### config.mk
export PLATFORM = sky130hd
export DESIGN_NAME = uart_rx_fifo
export DESIGN_NICKNAME = d
export VERILOG_FILES = /design/src/rtl/uart_rx_fifo.sv
export SDC_FILE = /design/constraint.sdc
export NUM_CORES = 1
export LEC_CHECK = 0
export CAP_MARGIN = 20
export CELL_PAD_IN_SITES_DETAIL_PLACEMENT = 2
export CELL_PAD_IN_SITES_GLOBAL_PLACEMENT = 2
export CORE_ASPECT_RATIO = 0.75
export CORE_MARGIN = 2
export CORE_UTILIZATION = 47
export CTS_BUF_LIST = sky130_fd_sc_hd__clkbuf_4 sky130_fd_sc_hd__clkbuf_8
export DETAILED_ROUTE_END_ITERATION = 16
export PLACE_DENSITY_LB_ADDON = 0.1
export RECOVER_POWER = 100
export SLEW_MARGIN = 25
export SYNTH_ARGS = -nofsm -noshare
export SYNTH_HDL_FRONTEND = slang
export SYNTH_SLANG_ARGS = --single-unit
### constraint.sdc
create_clock -name clk -period 2.98 [get_ports clk]
set_input_delay 0.596 -clock clk [delete_from_list [all_inputs] [get_ports clk]]
set_output_delay 0.596 -clock clk [all_outputs]
set_load 0.02 [all_outputs]
### src/rtl/uart_rx_fifo.sv
// UART 8N1 receiver with a first-word-fall-through byte FIFO.
// Flags framing errors and overruns as single-cycle pulses.
module uart_rx_fifo #(
    parameter int CLK_FREQ   = 50_000_000,
    parameter int BAUD       = 115200,
    parameter int FIFO_DEPTH = 8,
    localparam int CW        = $clog2(FIFO_DEPTH) + 1
) (
    input  logic          clk,
    input  logic          rst,
    input  logic          uart_rx,
    output logic          rd_valid,
    input  logic          rd_ready,
    output logic [7:0]    rd_data,
    output logic [CW-1:0] fifo_count,
    output logic          frame_err,
    output logic          overrun
);

    localparam int CPB  = CLK_FREQ / BAUD;
    localparam int HALF = CPB / 2;
    localparam int TW   = $clog2(CPB);
    localparam int PW   = CW - 1;

    typedef enum logic [1:0] {
        IDLE,
        START,
        DATA,
        STOP
    } state_t;

    state_t  state_q, state_d;
    logic    sync1, rxs, prev;
    logic [TW-1:0] cnt;
    logic [2:0]    idx;
    logic [7:0]    shift;
    logic    cnt_clr, idx_clr, shift_en;
    logic    push_req, ferr_d;
    logic    push, pop;

    logic [7:0]    mem [FIFO_DEPTH];
    logic [PW-1:0] wptr, rptr;

    // prev starts high so a line held low at reset release looks like a start edge
    always_ff @(posedge clk or posedge rst) begin
        if (rst) begin
            sync1 <= 1'b1;
            rxs   <= 1'b1;
            prev  <= 1'b1;
        end else begin
            sync1 <= uart_rx;
            rxs   <= sync1;
            prev  <= rxs;
        end
    end

    always_ff @(posedge clk or posedge rst) begin
        if (rst) begin
            state_q <= IDLE;
            cnt     <= '0;
            idx     <= '0;
            shift   <= '0;
        end else begin
            state_q <= state_d;
            cnt     <= cnt_clr ? '0 : cnt + 1'b1;
            if (shift_en) shift[idx] <= rxs;
            if (idx_clr) idx <= '0;
            else if (shift_en) idx <= idx + 1'b1;
        end
    end

    always_comb begin
        state_d  = state_q;
        cnt_clr  = 1'b0;
        idx_clr  = 1'b0;
        shift_en = 1'b0;
        push_req = 1'b0;
        ferr_d   = 1'b0;
        unique case (state_q)
            IDLE: begin
                cnt_clr = 1'b1;
                if (!rxs && prev) state_d = START;
            end
            START: begin
                if (cnt == TW'(HALF - 1)) begin
                    cnt_clr = 1'b1;
                    idx_clr = 1'b1;
                    state_d = rxs ? IDLE : DATA;
                end
            end
            DATA: begin
                if (cnt == TW'(CPB - 1)) begin
                    cnt_clr  = 1'b1;
                    shift_en = 1'b1;
                    if (idx == 3'd7) state_d = STOP;
                end
            end
            STOP: begin
                // leave at mid stop bit so a back-to-back start edge is caught
                if (cnt == TW'(CPB - 1)) begin
                    cnt_clr  = 1'b1;
                    state_d  = IDLE;
                    push_req = rxs;
                    ferr_d   = !rxs;
                end
            end
            default: state_d = IDLE;
        endcase
    end

    assign rd_valid = (fifo_count != '0);
    assign pop      = rd_valid && rd_ready;
    assign push     = push_req &&
                      ((fifo_count < CW'(FIFO_DEPTH)) || pop);
    assign rd_data  = rd_valid ? mem[rptr] : 8'h00;

    always_ff @(posedge clk) begin
        if (push) mem[wptr] <= shift;
    end

    always_ff @(posedge clk or posedge rst) begin
        if (rst) begin
            wptr       <= '0;
            rptr       <= '0;
            fifo_count <= '0;
            frame_err  <= 1'b0;
            overrun    <= 1'b0;
        end else begin
            frame_err <= ferr_d;
            overrun   <= push_req && !push;
            if (push) wptr <= wptr + 1'b1;
            if (pop)  rptr <= rptr + 1'b1;
            if (push && !pop)      fifo_count <= fifo_count + 1'b1;
            else if (pop && !push) fifo_count <= fifo_count - 1'b1;
        end
    end

endmodule

# Word level (Yosys, flattened, before mapping)

Memories as Yosys holds them, arrays and structs flattened.
Cells that the tools add are included.
Widths: inputs -> output; s select.

Latch bits: 0
Output and inout port bits: 15
Bits in registers: 37
RAM bits: 64
ROM bits: 0
Memories kept: 1
Input port bits: 4

Memories:

| memory | words | width | rd ports | clocked after memory_dff | write ports | line | RTL |
|---|---|---|---|---|---|---|---|
| mem    | 8     | 8     | 1        | 0                        | 1           | 41   | `logic [7:0] mem [FIFO_DEPTH];` |

Multiply operators: 0
Shift-type cells: 0
Div/mod/pow operators: 0
Reduce and logical (&&, ||, !) cells: 17
Order comparisons: 3
Bitwise operators: 0
Equal/unequal tests: 11
$add $sub $neg: 6
Multiplexer cells: 27

Operators with widths:

| cell                | number |
|---|---|
| $mux 2              | 6 |
| $mux 1              | 11 |
| $ne 2x2->1 const B  | 5 |
| $add 3x1->3 const B | 3 |
| $add 9x1->9 const B | 1 |
| $eq 9x8->1 const B  | 1 |
| $eq 9x9->1 const B  | 1 |
| $mux 9              | 1 |
| $bwmux 8            | 1 |
| $mux 4              | 2 |
| $mux 8              | 1 |
| $pmux 2 s4          | 1 |
| $logic_and 1x1->1   | 7 |
| $mux 3              | 2 |
| $reduce_and 5->1    | 1 |
| $add 4x1->4 const B | 1 |
| $eq 2x2->1 const B  | 2 |
| $lt 3x4->1 const B  | 1 |
| $lt 4x4->1 const B  | 1 |
| $reduce_bool 2->1   | 2 |
| $reduce_bool 4->1   | 1 |
| $sub 4x1->4 const B | 1 |
| $demux 1 s3         | 1 |
| $eq 3x3->1 const B  | 1 |
| other kinds (7)     | 9 |

# Longest topological paths before layout

Depth in word-level cells: 8
Gate-level depth with buffers: 13
Depth with buffers taken out: 13

# Worst setup path before layout

OpenSTA, ideal clock, no wires.

Kind: reg2reg
From: register cnt[1]
To: memory mem[0][0] (enable)
Library setup time: 0.395 ns
Period minus slack after synthesis: 2.626 ns
Buffers on the path: 0
Arrival time: 2.231 ns
Required time: 2.585 ns
Cell stages (with the launch flop): 7
Path slack: 0.354 ns
Cell sequence: dfrtp_1 inv_1 ha_1 nand4b_1 nor2_1 nand3_1 nor4_1

Longest elaborated chain between the ends: 6

Ends and longest elaborated chain:

| item                         | line | RTL |
|---|---|---|
| from (decl)                  | 34   | `logic [TW-1:0] cnt;` |
| from (signal assigned)       | 65   | `cnt <= cnt_clr ? '0 : cnt + 1'b1;` |
| $eq 9x9->1                   | 100  | `if (cnt == TW'(CPB - 1)) begin` |
| $mux 1                       | 100  |  |
| $mux 1                       | 79   | `unique case (state_q)` |
| $logic_and 1x1->1            | 113  | `assign push = push_req &&` |
| $mux 1                       | 118  | `if (push) mem[wptr] <= shift;` |
| $mux 1 (implied by the code) | 118  |  |
| to (decl)                    | 41   |  |

No other way between the ends.

# Final worst setup path

From: register fifo_count[0]
To: output rd_data[5]

Longest elaborated chain between the ends: 2

Ends and longest elaborated chain:

| item                   | line | RTL |
|---|---|---|
| from (decl)            | 15   | `output logic [CW-1:0] fifo_count,` |
| from (signal assigned) | 133  | `if (push && !pop) fifo_count <= fifo_count + 1'b1;` |
| from (signal assigned) | 134  | `else if (pop && !push) fifo_count <= fifo_count - 1'b1;` |
| $reduce_bool 4->1      | 111  | `assign rd_valid = (fifo_count != '0);` |
| $mux 8                 | 115  | `assign rd_data = rd_valid ? mem[rptr] : 8'h00;` |
| to (decl)              | 14   | `output logic [7:0] rd_data,` |

No other way between the ends.

==> flow_metrics.py <==
metrics = {
    "clocking": {
        "clkTransAtPathRegs_ns": 0.09,
        "tritoncts": "done",
        "cts.sinks": 101,
        "cts_max_level": 3,
        "clk_path_buf_depth": 2,
        "cts_buffers": 9,
        "cts_hold_buf": 0,
        "root_buffer": "clkbuf_8",
        "worstSkewPairLatency_ns": 0.37,
    },
    "floorplanning": {
        "rows": 30,
        "dieArea_um2": 9870,
        "start_util_pct": 47.8,
        "fp.coreArea_um2": 8930,
        "die_w_um": 114,
        "die_h_um": 86.6,
        "io_pins": 19,
    },
    "finish": {
        "diodes": 0,
        "final_cells": 419,
        "design_area_um2": 4820,
        "nets": 317,
        "area_delta_synth_final_pct": 12.8,
        "layout-drive-gt1-share_pct": 19.5,
        "final_util_pct": 53.9,
        "fill_cells": 828,
    },
    "yosys": {
        "syn_area_per_cell_um2": 16.1,
        "synth.distinct_cells": 42,
        "synth-edff-count": 64,
        "synthFlopType": "edfxtp_1",
        "syn_nets": 281,
        "synth_cells": 266,
        "ys_seq_area_share_pct": 66.8,
        "yosys_warnings": 0,
        "synth_seq_cells": 101,
        "netlist_area_um2": 4270,
        "ys_async_sr_fraction_pct": 36.6,
    },
    "sta": {
        "relSlewSlack_pct": -36.7,
        "clock-skew-final_ns": 0.00789,
        "setup_viol": 0,
        "period_share_pct": 96.1,
        "finalSetupTns_ns": 0,
        "tightest_slew_ns": 2.05,
        "fmax_mhz": 349,
        "timing.final.hold_violations": 0,
        "layout_min_cycle_time_ns": 2.86,
        "setup_ws_ns": 0.116,
        "maxSlewViolCount": 38,
        "grt_setup_unrepaired": "false",
        "fin_hold_ws_ns": 0.362,
    },
    "critical_path": {
        "reg2reg_depth": 11,
        "crit_start": "fifo_count[0]$_DFFE_PP0P_",
        "regToRegSetupSlack_ns": 0.29,
        "arrival_ns": 2.27,
        "worstPathMaxFanout": 8,
        "path_class": "flop to primary output",
        "endpoint_kind": "primary output",
        "startpoint_type": "flop",
        "cp.required_ns": 2.38,
        "regToRegStartpoint": "rxs$_DFF_PP1_",
    },
    "detailed_routing": {
        "antenna_left": 0,
        "routedWlPerCell_um": 23.7,
        "vias": 2383,
        "drt_pre_antenna_iters": 4,
        "vias_per_cell": 5.69,
        "first_iter_violations": 92,
        "drc": 0,
        "wl_mm": 9.94,
    },
    "global_routing": {
        "grt_pass1_wl_mm": 15.9,
        "antenna_found_initial": 0,
        "grt_max_degree": 38,
        "overflow": 0,
        "grt_pass1_vias": 2647,
        "grt_usage_pct": 22.5,
    },
    "power": {
        "powerDensity_nw_per_um2": 527,
        "p_comb_share_pct": 5.1,
        "p_clk_share_pct": 33.4,
        "swShare_pct": 22.3,
        "irDropWorstVdd_mv": 0.332,
        "p_sw_mw": 0.567,
        "power.leakage_nw": 1.99,
        "seqPwrFrac_pct": 61.5,
        "fin_total_pwr_mw": 2.54,
        "internal_power_mw": 1.97,
    },
    "status": {
        "outcome": "finished, violations left",
        "violations": "capacitance limit, slew limit",
    },
    "placed_design": {
        "dp_hpwl_mm": 6.93,
        "dpl_cell_area_um2": 4670,
        "gp_congestion": 0.720,
        "pre_cts_ws_ns": 0.0354,
        "dp_cells": 403,
        "port_buffers": 18,
    },
    "run": {
        "drv_cap": 1,
    },
    "hold_path": {
        "min_path_type": "flop to flop",
        "min_path_cells": 0,
        "min_from": "sync1$_DFF_PP1_",
    },
}
cells by family after synthesis:
family                   share of synthesized area [%]
XOR/XNOR                                          2.87
multiplexers                                      11.8
flip-flops                                        66.8
adder cells (fa/ha/maj)                           3.40
buffers and inverters                             2.31
AND/OR/NAND/NOR                                   9.23
AO/OA/AOI/OAI                                     3.60
final timing paths:
path | to
worst min-delay path | rxs$_DFF_PP1_
worst max-delay path | rd_data[5]
max in group asynchronous | shift[3]$_DFFE_PP0P_
min in group asynchronous | cnt[3]$_DFF_PP0_
worst min register to register | rxs$_DFF_PP1_
worst max register to register | fifo_count[3]$_DFFE_PP0P_
synth_stat cells (3+ instances only):
master / instances / share of area (%)
a21oi_1: 4 / 0.47
buf_2: 3 / 0.35
edfxtp_1: 64 / 45
ha_1: 10 / 2.9
dfstp_2: 3 / 1.8
nor2b_1: 4 / 0.59
nand3_1: 8 / 0.94
inv_1: 9 / 0.79
nor3_1: 6 / 0.70
nor2_1: 17 / 1.5
dfrtp_1: 34 / 20
xnor2_1: 12 / 2.5
mux2_2: 11 / 2.9
a22o_1: 9 / 1.8
mux4_2: 16 / 8.4
nand2_1: 10 / 0.88
or4_1: 4 / 0.70
nand4_1: 4 / 0.59
clkbuf_1: 5 / 0.44
layout by cell type (no fill, tap or decap), types with 3 or more instances in the layout:
| master | Yosys | final |
|---|---|---|
| mux2_2 | 11 | 11 |
| edfxtp_1 | 64 | 64 |
| ha_1 | 10 | 10 |
| nor3_1 | 6 | 6 |
| or4_1 | 4 | 3 |
| dfstp_2 | 3 | 3 |
| nor2b_1 | 4 | 4 |
| dlygate4sd3_1 | 0 | 8 |
| nor2_1 | 17 | 17 |
| clkbuf_8 | 2 | 9 |
| clkbuf_1 | 5 | 7 |
| clkbuf_2 | 0 | 3 |
| nand2_1 | 10 | 10 |
| mux4_2 | 16 | 16 |
| dfrtp_1 | 34 | 34 |
| inv_1 | 9 | 9 |
| a22o_1 | 9 | 9 |
| xnor2_1 | 12 | 12 |
| a21oi_1 | 4 | 3 |
| dlygate4sd2_1 | 0 | 8 |
| nand4_1 | 4 | 4 |
| nand3_1 | 8 | 8 |
| buf_4 | 0 | 7 |
layer usage:
| layer | vias to the layer above | wire, um | track usage [%] |
|---|---|---|---|
| li1 | 1080 | - | - |
| met1 | 1255 | 4630 | 31.7 |
| met2 | 37 | 4930 | 36.4 |
| met3 | 11 | 267 | 4.41 |
| met4 | 0 | 111 | 6.32 |
| met5 | - | 0 | 0 |
worst max-delay path: stages, from the launching register on:
cell and delay [ns]:
dfrtp_1 0.40, or4_4 0.58, nor2b_1 0.15, buf_4 0.17
a22o_1 0.27, dlygate4sd2_1 0.33
layout make-up:
cell class	instances	area [um^2]	share of cell area, %
Multi-Input combinational cell	145	1320	27.4
Inverter	9	33.8	0.701
Timing Repair Buffer	36	284	5.89
Tap cell	112	140	2.91
Clock buffer	11	139	2.88
Sequential cell	101	2850	59.2
Clock inverter	5	51.3	1.06
power by group through the flow:
stage / sequential, mW / combinational [mW] / clock [mW]
2_1_floorplan: 1.58 / 0.0997 / 0
3_3_place_gp: 1.59 / 0.129 / 0
3_5_place_dp: 1.59 / 0.134 / 0
4_1_cts: 1.56 / 0.135 / 0.873
5_1_grt: 1.57 / 0.155 / 0.921
6_report: 1.56 / 0.129 / 0.849
flip-flops by register name, indices dropped and copies added (netlist names), 3 cells and up, named ones only:
register,count
idx,3
cnt,9
mem,64
wptr,3
fifo_count,4
rptr,3
shift,8
what timing repair did:
item,CTS,global route
endpoints found under the setup margin,8,1
resized for setup,11,1
setup buffers,0,0
No activity file was read; power rests on OpenSTA's default activity.
